===== config.mk =====
export PLATFORM = sky130hd
export DESIGN_NAME = arm_fetch_stage
export DESIGN_NICKNAME = d
export VERILOG_FILES = /design/src/rtl/arm_fetch_stage.sv
export SDC_FILE = /design/constraint.sdc
export NUM_CORES = 1
export LEC_CHECK = 0
export CORE_MARGIN = 2
export CORE_UTILIZATION = 55
export CTS_CLUSTER_SIZE = 10
export DETAILED_ROUTE_END_ITERATION = 8
export PLACE_DENSITY = 0.81
export SETUP_SLACK_MARGIN = 0.02
export SYNTH_ARGS = -nofsm -noshare
export SYNTH_HDL_FRONTEND = slang
export SYNTH_SLANG_ARGS = --single-unit

===== constraint.sdc =====
create_clock -name Clk -period 4.3 [get_ports Clk]
set_input_delay 1.29 -clock Clk [delete_from_list [all_inputs] [get_ports Clk]]
set_output_delay 1.29 -clock Clk [all_outputs]
set_load 0.01 [all_outputs]

===== src/rtl/arm_fetch_stage.sv =====
// Instruction-fetch front end: PC, async-read imem interface and a circular prefetch queue.
// Optional fetch/flush statistics are compiled in with `define ARM_FETCH_STATS_EN.
module arm_fetch_stage #(
    parameter int                    ADDR_WIDTH = 32,
    parameter int                    DEPTH      = 4,
    parameter logic [ADDR_WIDTH-1:0] RESET_PC   = '0
) (
    input  logic                  Clk,
    input  logic                  Reset,
    output logic [ADDR_WIDTH-1:0] imem_addr,
    output logic                  imem_req,
    input  logic [31:0]           imem_data,
    input  logic                  br_taken,
    input  logic [ADDR_WIDTH-1:0] br_target,
    input  logic                  id_ready,
    output logic                  out_valid,
    output logic [31:0]           out_instr,
    output logic [ADDR_WIDTH-1:0] out_pc,
    output logic [15:0]           stat_fetched,
    output logic [15:0]           stat_flushed
);
    localparam int            PW   = $clog2(DEPTH);
    localparam logic [PW:0]   FULL = (PW+1)'(DEPTH);

    logic [ADDR_WIDTH-1:0] fetch_pc;
    logic [ADDR_WIDTH-1:0] q_pc    [DEPTH];
    logic [31:0]           q_instr [DEPTH];
    logic [PW-1:0]         rd_ptr;
    logic [PW-1:0]         wr_ptr;
    logic [PW:0]           count;
    logic                  pop;
    logic                  push;

    // Handshake: an entry leaves the queue on every edge where out_valid and id_ready
    // are both high; out_* hold their value while out_valid=1 and id_ready=0.
    assign out_valid = (count != '0);
    assign pop       = out_valid && id_ready;
    assign imem_req  = !Reset && !br_taken && ((count < FULL) || pop);
    assign push      = imem_req;
    assign imem_addr = fetch_pc;
    assign out_instr = out_valid ? q_instr[rd_ptr] : 32'd0;
    assign out_pc    = out_valid ? q_pc[rd_ptr] : '0;

    always_ff @(posedge Clk) begin
        if (Reset) begin
            fetch_pc <= RESET_PC;
            rd_ptr   <= '0;
            wr_ptr   <= '0;
            count    <= '0;
            for (int i = 0; i < DEPTH; i++) begin
                q_pc[i]    <= '0;
                q_instr[i] <= '0;
            end
        end else if (br_taken) begin
            // Redirect wins over push/pop: drop everything and restart at the aligned target.
            fetch_pc <= {br_target[ADDR_WIDTH-1:2], 2'b00};
            rd_ptr   <= '0;
            wr_ptr   <= '0;
            count    <= '0;
        end else begin
            if (push) begin
                q_pc[wr_ptr]    <= fetch_pc;
                q_instr[wr_ptr] <= imem_data;
                wr_ptr          <= wr_ptr + PW'(1);
                fetch_pc        <= fetch_pc + ADDR_WIDTH'(4);
            end
            if (pop) begin
                rd_ptr <= rd_ptr + PW'(1);
            end
            case ({push, pop})
                2'b10:   count <= count + (PW+1)'(1);
                2'b01:   count <= count - (PW+1)'(1);
                default: count <= count;
            endcase
        end
    end

`ifdef ARM_FETCH_STATS_EN
    logic [15:0] fetched_q;
    logic [15:0] flushed_q;
    logic [16:0] flush_sum;

    assign flush_sum    = {1'b0, flushed_q} + 17'(count);
    assign stat_fetched = fetched_q;
    assign stat_flushed = flushed_q;

    always_ff @(posedge Clk) begin
        if (Reset) begin
            fetched_q <= '0;
            flushed_q <= '0;
        end else if (br_taken) begin
            flushed_q <= flush_sum[16] ? 16'hFFFF : flush_sum[15:0];
        end else if (push && (fetched_q != 16'hFFFF)) begin
            fetched_q <= fetched_q + 16'd1;
        end
    end
`else
    assign stat_fetched = 16'd0;
    assign stat_flushed = 16'd0;
`endif

endmodule


==> key figures, run 1 <==
Route
  – Routed len/inst: 20.34 um
  – Wire length on met2: 15,290 um
  – Routed WL: 30,040 um
  – 1st-iter DRT viols: 607
  – DRC: 0
  – Detailed route wirelength on metal3: 2242 um
  – DR vias: 8,188
  – Final ANT Viol Nets: 0
  – Top Layer Used: met4
  – Vias/cell: 5.544
  – Count of TritonRoute iterations in the first routing pass: 5
  – Metal-1 WL: 12,030 um

Die
  – Die height: 160.8 um
  – Die ar.: 25,860 um^2
  – Starting Density: 55.78%
  – IO Count: 198
  – Chip Width: 160.8 um
  – Row count: 57
  – Core footprint: 24,250 um^2

STA
  – Period utilization: 98.16%
  – RSZ-0062 raised after global routing: no
  – Clk_skew: 0.009372 ns
  – Slew Limit Headroom: 53.43%
  – Setup TNS: 0 ns
  – Slew Viols, Final: 0
  – Worst Tran Pin Value: 0.6986 ns
  – Fin. Hold Viols: 0
  – Hold Slack: 0.5218 ns
  – # setup viols final: 0
  – Min Clock Period, post-route: 4.221 ns
  – Post-layout worst setup margin: 0.07925 ns
  – Max Clock Freq: 0.2369 GHz

Finish
  – Final non-filler cell total: 1,477
  – Multi-input gate area: 4825 um^2
  – Nets: 1,203
  – Share of cells above drive strength 1: 12.93%
  – P&R area growth vs syn: 20.80%
  – Fillers: 1,715
  – Area of all sequential standard cells: 8233 um^2

Min path
  – Min-Delay Path Depth: 2
  – Hold Crit Class: flip-flop to flip-flop
  – HP Start: count[2]$_SDFFE_PP0P_
  – Worst Hold Endpoint: count[2]$_SDFFE_PP0P_

Clock network
  – Post_cts resized: 0
  – Inserted Clock Buffers: 34
  – CTS Buffer Depth: 3
  – CTS clock-pin slew for the worst setup and hold paths: 0.05 ns
  – Root Driver: clkbuf_16
  – CTS tree: done
  – CTS H-Tree Depth: 2
  – Hold buffer count at cts: 0
  – Clk_lat worst skew: 0.50 ns
  – Sink Count: 287
  – Setup bufs post-CTS: 0

Worst setup path
  – Critical Path RT: 3.01 ns
  – Reg-to-reg endpoint: count[2]$_SDFFE_PP0P_
  – Most Frequent Cell on Critical Path: clkdlybuf4s50_1
  – R2R depth: 8
  – R2r startpoint: count[2]$_SDFFE_PP0P_
  – WP data arrival: 2.93 ns
  – Critical Path Max Stage Delay: 0.58 ns
  – Worst-path fanout max: 2
  – CP Launch Type: primary input
  – Critical path's slowest cell: clkdlybuf4s50_1
  – CP delay by family, top: buffers and inverters
  – Critical Path Sink Type: output pin
  – Reg2Reg Setup Slack: 1.77 ns
  – Crit Path Category: primary input to output pin
  – Worst-path cell chain: clkdlybuf4s50_1 -> or2_2 -> nand2b_1 -> inv_2 -> clkdlybuf4s50_1
  – Buf+Inv Stages, Crit Path: 3

GRT
  – GRT Resource Usage Total: 23.60%
  – Pin count of the biggest net entering global routing: 64
  – Vias in the first global route: 8,472
  – First-pass GRT wire length: 46,880 um
  – Gr ovfl total: 0
  – Initial antenna violation count: 1

Synthesis
  – Most area-hungry cell type in the Yosys netlist: edfxtp_1
  – Most frequent cell after synthesis: and2_1
  – Post-synthesis cell count: 988
  – Post-synth ARST share: 0%
  – Synth top area share: 55.06%
  – Flops & latches, synth: 287
  – Top cells by area, synth: edfxtp_1, and2_1, mux4_2
  – Synth cell types: 47
  – Most frequent cells after synthesis: and2_1, edfxtp_1, mux4_2, clkbuf_1, buf_4
  – Post-Syn Area: 13,530 um^2
  – YS warnings: 0
  – Seq/Total Area, Yosys: 60.83%
  – Mean post-synth cell area: 13.69 um^2
  – Post-synth top flop: edfxtp_1
  – Post-synth EDFFs: 248

Power and ir drop
  – Internal: 0.004987 W
  – Seq pwr share: 51.3%
  – Worst ir drop on vdd: 0.0002313 V
  – Leak Pwr: 5.840 nW
  – Switching Power: 0.001364 W
  – Power per cell area: 388.7 nW/um^2
  – Combinational fraction of design power: 7.8%
  – Clk pwr share: 41.0%
  – Switching fraction of total power: 21.47%

Placed design
  – Dpl ws: 0.08609 ns
  – Placed wire-length estimate: 17,820 um
  – Number of buffers inserted by port buffering: 159
  – GP Congestion: 0.8008
  – Cells after DPL: 1,420

Outcome
  – Status: finished, final reports clean

Run
  – Max-Cap Viols: 0
power by group through the flow:
stage / logic, W / clock network (W) / registers [W]
floorplan: 0.000295 / 0 / 0.00328
global placement: 0.000485 / 0 / 0.00330
detailed placement: 0.000495 / 0 / 0.00331
CTS: 0.000497 / 0.00264 / 0.00326
global route: 0.000531 / 0.00276 / 0.00327
finish: 0.000494 / 0.00260 / 0.00326
how the worst max path moves through the flow:
| stage | start | endpoint | slack [ns] | cells past startpoint |
|---|---|---|---|---|
| 3_3_place_gp | Reset | imem_req | 0.08 | 5 |
| 5_1_grt | Reset | imem_req | 0.03 | 5 |
| 4_1_cts | Reset | imem_req | 0.09 | 5 |
| 6_report | Reset | imem_req | 0.08 | 5 |
| 2_1_floorplan | Reset | q_instr[0][0]$_SDFFCE_PN0P_ | 0.37 | 7 |
| 3_5_place_dp | Reset | imem_req | 0.09 | 5 |
per-stage QoR:
| stage | power [W] | util [%] | cell area (um^2) |
|---|---|---|---|
| after global placement | 0.003788 | 63.26 | 15340 |
| after CTS | 0.006392 | 67.37 | 16340 |
| after detailed placement | 0.003807 | 63.26 | 15340 |
| final | 0.006351 | 67.38 | 16340 |
| after floorplan | 0.003575 | - | 13660 |
| after global routing | 0.006557 | 67.37 | 16340 |
flip-flops by register name, indices dropped and copies added (netlist names), named ones only:
register,cells
rd_ptr,2
wr_ptr,2
count,3
imem_addr,30
q_instr,128
q_pc,120
cells by family after synthesis:
group,share of synthesized area (%)
compound gates,1.980
other cells,0.02773
flops,60.83
simple gates,19.44
xor+xnor,1.943
buf+inv,4.662
mux,10.78
fa+ha+maj,0.3330
worst register-to-register path, stage by stage (launching register included):
cell and delay (ns):
dfxtp_1 0.37, or3_2 0.57, and2_1 0.28, ha_1 0.20, inv_1 0.06, fa_1 0.37
xor2_1 0.16, or3_1 0.31, a21oi_1 0.14
area by class of cell:
cell class / count / area share (%)
diodes: 1 / 0.01532
flip-flops and latches: 287 / 50.39
multi-input cells: 616 / 29.53
repair buffers: 184 / 11.27
clock buffers: 56 / 6.104
inverters: 9 / 0.2068
well taps: 324 / 2.481
layout by cell type (no fill, tap or decap), types with 19 or more instances in the layout:
cell	n
and2_1	303
edfxtp_1	248
clkdlybuf4s50_1	159
mux4_2	62
clkbuf_16	37
dfxtp_1	37
conb_1	36
nor2_1	34
xnor2_1	21
buf_4	20
nand2_1	19
clkbuf_1	19
metal layers:
| layer | vias up | GRT usage (%) |
|---|---|---|
| met5 | - | 0 |
| met4 | 0 | 6.372 |
| met3 | 36 | 4.933 |
| met2 | 320 | 41.01 |
| met1 | 4065 | 30.44 |
| li1 | 3767 | - |
(Power assumes the default switching activity.)
==> inputs of run 2 (changes only) <==
- CORE_UTILIZATION: 55 -> 49
- PLACE_DENSITY: 0.81 -> 0.76
- SLEW_MARGIN: not set -> 20
- clock period: 4.3 -> 3.8 ns (I/O delays scaled with it)
==> key figures, run 2 (synthesis results as in run 1) <==
Worst setup path
  – CP Launch Type: primary input (unchanged)
  – Critical Path Max Stage Delay: 0.41 ns (was 0.58 ns)
  – Crit Path Category: primary input to output pin (unchanged)
  – Critical Path Sink Type: output pin (unchanged)
  – Worst-path fanout max: 2 (unchanged)
  – Worst-path cell chain: clkdlybuf4s50_1 -> or2_2 -> nand2b_1 -> inv_2 -> dlygate4sd2_1 (was clkdlybuf4s50_1 -> or2_2 -> nand2b_1 -> inv_2 -> clkdlybuf4s50_1)
  – WP data arrival: 2.55 ns (was 2.93 ns)
  – Critical path's slowest cell: clkdlybuf4s50_1 (unchanged)
  – Critical Path RT: 2.66 ns (was 3.01 ns)

Die
  – Core footprint: 27,030 um^2 (was 24,250 um^2)
  – IO Count: 198 (unchanged)
  – Die height: 170.1 um (was 160.8 um)
  – Die ar.: 28,950 um^2 (was 25,860 um^2)
  – Chip Width: 170.1 um (was 160.8 um)
  – Row count: 60 (was 57)
  – Starting Density: 50.05% (was 55.78%)

STA
  – Period utilization: 97.07%
  – Slew Limit Headroom: 50.47% (was 53.43%)
  – Fin. Hold Viols: 0 (unchanged)
  – Max Clock Freq: 0.2711 GHz
  – Clk_skew: 0.01417 ns (was 0.009372 ns)
  – Slew Viols, Final: 0 (unchanged)
  – Setup TNS: 0 ns (unchanged)
  – # setup viols final: 0 (unchanged)
  – Min Clock Period, post-route: 3.689 ns
  – RSZ-0062 raised after global routing: no (unchanged)
  – Post-layout worst setup margin: 0.1115 ns (was 0.07925 ns)
  – Worst Tran Pin Value: 0.7429 ns (was 0.6986 ns)

Placed design
  – Placed wire-length estimate: 18,310 um (was 17,820 um)
  – Cells after DPL: 1,439 (was 1,420)
  – Number of buffers inserted by port buffering: 159 (unchanged)
  – GP Congestion: 0.8192 (was 0.8008)
  – Dpl ws: -0.1307 ns (was 0.08609 ns)

Finish
  – Share of cells above drive strength 1: 13.33% (was 12.93%)
  – Nets: 1,207 (was 1,203)
  – Final non-filler cell total: 1,505 (was 1,477)
  – Most frequent cells in the layout: and2_1, edfxtp_1, clkdlybuf4s50_1, mux4_2, dfxtp_1 (was and2_1, edfxtp_1, clkdlybuf4s50_1, mux4_2)
  – Post-layout util: 60.98% (was 67.38%)
  – P&R area growth vs syn: 21.85% (was 20.80%)
  – Biggest register: q_instr (unchanged)
  – Most common cell after layout, fill and taps aside: and2_1 (unchanged)
  – Number of flip-flops under the largest register name: 128 (unchanged)

Route
  – Final ANT Viol Nets: 0 (unchanged)
  – Count of TritonRoute iterations in the first routing pass: 5 (unchanged)
  – DRC: 0 (unchanged)
  – Vias/cell: 5.518 (was 5.544)
  – DR vias: 8,304 (was 8,188)
  – Routed WL: 30,870 um (was 30,040 um)
  – Routed len/inst: 20.51 um (was 20.34 um)
  – 1st-iter DRT viols: 652 (was 607)

GRT
  – Initial antenna violation count: 1 (unchanged)
  – Pin count of the biggest net entering global routing: 64 (unchanged)
  – First-pass GRT wire length: 47,360 um (was 46,880 um)
  – GRT Resource Usage Total: 21.58% (was 23.60%)
  – Vias in the first global route: 8,388 (was 8,472)
  – Gr ovfl total: 0 (unchanged)

Run
  – Max-Cap Viols: 0 (unchanged)

Power and ir drop
  – Switching fraction of total power: 22.29% (was 21.47%)
  – Internal: 0.005611 W (was 0.004987 W)
  – Switching Power: 0.001609 W (was 0.001364 W)
  – Leak Pwr: 5.883 nW (was 5.840 nW)
  – Combinational fraction of design power: 8.0% (was 7.8%)
  – Worst ir drop on vdd: 0.0002809 V (was 0.0002313 V)
  – Power per cell area: 438.1 nW/um^2 (was 388.7 nW/um^2)
  – Seq pwr share: 51.0% (was 51.3%)
  – Clk pwr share: 41.0% (about the same)

Clock network
  – Root Driver: clkbuf_16 (unchanged)
  – CTS Buffer Depth: 3 (unchanged)
  – CTS tree: done (unchanged)
  – CTS clock-pin slew for the worst setup and hold paths: 0.05 ns (about the same)
  – Inserted Clock Buffers: 35 (was 34)
  – Sink Count: 287 (unchanged)
  – CTS H-Tree Depth: 2 (unchanged)
  – Clk_lat worst skew: 0.51 ns (was 0.50 ns)

Outcome
  – Status: finished, final reports clean (unchanged)

Min path
  – Hold Crit Class: flip-flop to flip-flop (unchanged)
==> run 2: cell count changes in the layout (fill, tap and decap cells not counted) <==
cell,before,now
dfxtp_2,1,0
buf_12,5,12
clkdlybuf4s50_1,159,158
clkinvlp_4,0,2
dfxtp_4,1,2
clkbuf_1,19,24
dlygate4sd2_1,0,1
buf_4,20,16
inv_6,0,3
clkbuf_16,37,35
==> run 2: what timing repair did <==
item,in CTS,in global routing
setup buffers,0,1
endpoints found under the setup margin,1,25
endpoints found under the hold margin,0,0
resized for setup,1,0
hold buffers,0,0
==> run 2: routing by layer <==
layer	vias to the layer above	global-route usage [%]	part of all wire, %
met2	322	36.46	49
met3	54	4.372	7.3
met4	0	6.726	2.0
met5	-	0	0
li1	3789	-	-
met1	4139	28.21	42
==> run 2: critical path: cells and delay by family <==
family / cells / cell delay, ns
AND/OR/NAND/NOR: 2 / 0.58
buffers and inverters: 3 / 0.82
==> run 2: stage by stage <==
stage | total power (W) | hold slack, ns | cell area, um^2
2_1_floorplan | 0.004045 | 0.4721 | 13660
3_3_place_gp | 0.004306 | 0.4919 | 15460
3_5_place_dp | 0.004322 | 0.5050 | 15460
4_1_cts | 0.007269 | 0.5233 | 16470
5_1_grt | 0.007456 | 0.5329 | 16480
6_report | 0.007220 | 0.5318 | 16480
==> run 2: power groups by stage <==
stage	Clock, W	Combinational [W]	Sequential, W
after floorplan	0	0.000333	0.00371
after global placement	0	0.000568	0.00374
after detailed placement	0	0.000574	0.00375
after CTS	0.00301	0.000577	0.00369
after global routing	0.00314	0.000619	0.00370
final	0.00296	0.000575	0.00368
==> run 2: final timing paths <==
path | to | start | slack, ns | cells after the start
worst max-delay path | imem_req | Reset | 0.11 | 5
worst max register to register | count[2]$_SDFFE_PP0P_ | count[2]$_SDFFE_PP0P_ | 1.43 | 8
worst min register to register | count[2]$_SDFFE_PP0P_ | count[2]$_SDFFE_PP0P_ | 0.53 | 2
worst min-delay path | count[2]$_SDFFE_PP0P_ | count[2]$_SDFFE_PP0P_ | 0.53 | 2
==> run 2: layout make-up <==
type	instances	area [um^2]
well taps	341	426.7
clock inverters	5	41.29
repair buffers	187	1951
flip-flops and latches	287	8235
diodes	1	2.502
fillers	2044	10550
clock buffers	59	965.9
inverters	9	33.78
multi-input cells	616	4825
==> inputs of run 3 (changes only) <==
- CORE_UTILIZATION: 49 -> 55
- DONT_BUFFER_PORTS: not set -> 1
- PLACE_DENSITY: 0.76 -> 0.73
- REMOVE_ABC_BUFFERS: not set -> 1
- clock period: 3.8 -> 3.2 ns (I/O delays scaled with it)
==> key figures, run 3 (synthesis results as in run 1) <==
Outcome
  – Status: finished, final reports clean (unchanged)

Power and ir drop
  – Power per cell area: 556.0 nW/um^2 (was 438.1 nW/um^2)
  – Combinational fraction of design power: 6.0% (was 8.0%)
  – Switching fraction of total power: 21.37% (was 22.29%)
  – Worst ir drop on vdd: 0.0003329 V (was 0.0002809 V)
  – Seq pwr share: 52.6% (was 51.0%)
  – Switching Power: 0.001780 W (was 0.001609 W)
  – Clk pwr share: 41.4% (was 41.0%)
  – Internal: 0.006549 W (was 0.005611 W)
  – Leak Pwr: 5.401 nW (was 5.883 nW)

STA
  – Fin. Hold Viols: 0 (unchanged)
  – RSZ-0062 raised after global routing: no (unchanged)
  – # setup viols final: 0 (unchanged)
  – Period utilization: 93.58%
  – Min Clock Period, post-route: 2.994 ns
  – Clk_skew: 0.01610 ns (was 0.01417 ns)
  – Slew Viols, Final: 0 (unchanged)
  – Slew Limit Headroom: 52.37% (was 50.47%)
  – Hold Slack: 0.5070 ns (was 0.5318 ns)
  – Worst Tran Pin Value: 0.7145 ns (was 0.7429 ns)
  – Setup TNS: 0 ns (unchanged)
  – Max Clock Freq: 0.3340 GHz

Worst setup path
  – Critical Path Max Stage Delay: 0.55 ns (was 0.41 ns)
  – Crit Path Category: flip-flop to output pin (was primary input to output pin)
  – Reg2Reg Setup Slack: 0.81 ns (was 1.43 ns)
  – R2r startpoint: imem_addr[15]$_SDFFE_PP0P_ (was count[2]$_SDFFE_PP0P_)
  – Reg-to-reg endpoint: imem_addr[31]$_SDFFE_PP0P_ (was count[2]$_SDFFE_PP0P_)
  – Critical path's slowest cell: mux4_2 (was clkdlybuf4s50_1)
  – Worst-path fanout max: 19 (was 2)
  – Worst setup path endpoint: out_pc[23] (was imem_req)
  – Worst-path cell chain: buf_12 -> mux4_2 -> and2_1 (was clkdlybuf4s50_1 -> or2_2 -> nand2b_1 -> inv_2 -> dlygate4sd2_1)
  – Critical Path Sink Type: output pin (unchanged)
  – WP data arrival: 2.03 ns (was 2.55 ns)
  – CP Launch Type: flip-flop (was primary input)
  – Critical Path RT: 2.24 ns (was 2.66 ns)
  – R2R depth: 5 (was 8)

Clock network
  – Inserted Clock Buffers: 34 (was 35)
  – Root Driver: clkbuf_16 (unchanged)
  – CTS clock-pin slew for the worst setup and hold paths: 0.05 ns (about the same)
  – Clk_lat worst skew: 0.50 ns (was 0.51 ns)
  – CTS Buffer Depth: 3 (unchanged)
  – Sink Count: 287 (unchanged)
  – Post_cts resized: 0 (was 1)
  – CTS tree: done (unchanged)
  – CTS H-Tree Depth: 2 (unchanged)

Route
  – Final ANT Viol Nets: 0 (unchanged)
  – Routed WL: 30,600 um (was 30,870 um)
  – Vias/cell: 5.821 (was 5.518)
  – DRC: 0 (unchanged)
  – Routed len/inst: 22.89 um (was 20.51 um)
  – DR vias: 7,783 (was 8,304)
  – Count of TritonRoute iterations in the first routing pass: 5 (unchanged)
  – 1st-iter DRT viols: 687 (was 652)

Finish
  – P&R area growth vs syn: 10.77% (was 21.85%)
  – Most common cell after layout, fill and taps aside: and2_1 (unchanged)
  – Nets: 1,068 (was 1,207)
  – Most frequent cells in the layout: and2_1, edfxtp_1, mux4_2, buf_4 (was and2_1, edfxtp_1, clkdlybuf4s50_1, mux4_2, dfxtp_1)
  – Final non-filler cell total: 1,337 (was 1,505)
  – Biggest register: q_instr (unchanged)
  – Share of cells above drive strength 1: 17.11% (was 13.33%)
  – Number of flip-flops under the largest register name: 128 (unchanged)

GRT
  – GRT Resource Usage Total: 23.93% (was 21.58%)
  – Pin count of the biggest net entering global routing: 63 (was 64)
  – Gr ovfl total: 0 (unchanged)
  – Vias in the first global route: 7,949 (was 8,388)
  – First-pass GRT wire length: 46,570 um (was 47,360 um)
  – Initial antenna violation count: 2 (was 1)

Min path
  – Hold Crit Class: flip-flop to flip-flop (unchanged)
  – Min-Delay Path Depth: 2 (unchanged)

Die
  – Core footprint: 24,250 um^2 (was 27,030 um^2)
  – IO Count: 198 (unchanged)
  – Die height: 160.8 um (was 170.1 um)
  – Die ar.: 25,860 um^2 (was 28,950 um^2)
  – Row count: 57 (was 60)
  – Chip Width: 160.8 um (was 170.1 um)
  – Starting Density: 55.78% (was 50.05%)

Placed design
  – Placed wire-length estimate: 18,500 um (was 18,310 um)
  – Number of buffers inserted by port buffering: 0 (was 159)
  – Cells after DPL: 1,273 (was 1,439)
  – GP Congestion: 0.8002 (was 0.8192)

Run
  – Max-Cap Viols: 0 (unchanged)
==> run 3: cell type report <==
cell class | instances | area, um^2
multi-input combinational | 616 | 4835
tap | 324 | 405.4
sequential | 287 | 8235
fill | 1816 | 9266
antenna | 2 | 5.005
clock buffer | 50 | 974.7
inverter | 9 | 33.78
timing repair buffer | 49 | 493.0
==> run 3: critical path: cells and delay by family (launching register included) <==
family / cells / cell delay [ns]
and+or+nand+nor: 1 / 0.21
muxes: 1 / 0.55
buffers and inverters: 1 / 0.24
DFF: 1 / 0.51
==> run 3: layer usage <==
| metal | vias to the layer above | wire [um] | global-route usage, % |
|---|---|---|---|
| li1 | 3498 | - | - |
| met1 | 3884 | 12060 | 31.23 |
| met2 | 353 | 15020 | 39.15 |
| met3 | 48 | 2835 | 6.741 |
| met4 | 0 | 688 | 7.873 |
| met5 | - | 0 | 0 |
==> run 3: power groups by stage <==
stage | sequential [W] | clock, W | combinational [W]
global route | 0.00440 | 0.00365 | 0.000543
floorplan | 0.00443 | 0 | 0.000313
finish | 0.00438 | 0.00345 | 0.000500
global placement | 0.00444 | 0 | 0.000491
detailed placement | 0.00446 | 0 | 0.000500
CTS | 0.00438 | 0.00350 | 0.000502
==> run 3: how the worst min path moves through the flow <==
stage | startpoint | end | slack [ns]
after floorplan | count[1]$_SDFFE_PP0P_ | count[1]$_SDFFE_PP0P_ | 0.47
after global placement | count[1]$_SDFFE_PP0P_ | count[1]$_SDFFE_PP0P_ | 0.50
after detailed placement | count[1]$_SDFFE_PP0P_ | count[1]$_SDFFE_PP0P_ | 0.50
after CTS | Reset | imem_addr[12]$_SDFFE_PP0P_ | 0.51
after global routing | Reset | imem_addr[12]$_SDFFE_PP0P_ | 0.51
final | count[1]$_SDFFE_PP0P_ | count[1]$_SDFFE_PP0P_ | 0.51
==> run 3: what timing repair did <==
| action | 4_1_cts | 5_1_grt |
|---|---|---|
| hold buffers | 0 | 0 |
| buffers inserted | 0 | 12 |
| setup endpoints to repair | 0 | 35 |
==> run 3: per-stage QoR <==
step | setup WS, ns | total power [W] | util [%] | area (um^2)
4_1_cts | 0.03867 | 0.008387 | 61.39 | 14890
5_1_grt | 0.1436 | 0.008593 | 61.79 | 14980
2_1_floorplan | -2.030 | 0.004741 | - | 13060
3_3_place_gp | 0.3881 | 0.004935 | 57.37 | 13910
6_report | 0.2056 | 0.008330 | 61.79 | 14980
3_5_place_dp | 0.3701 | 0.004957 | 57.37 | 13910
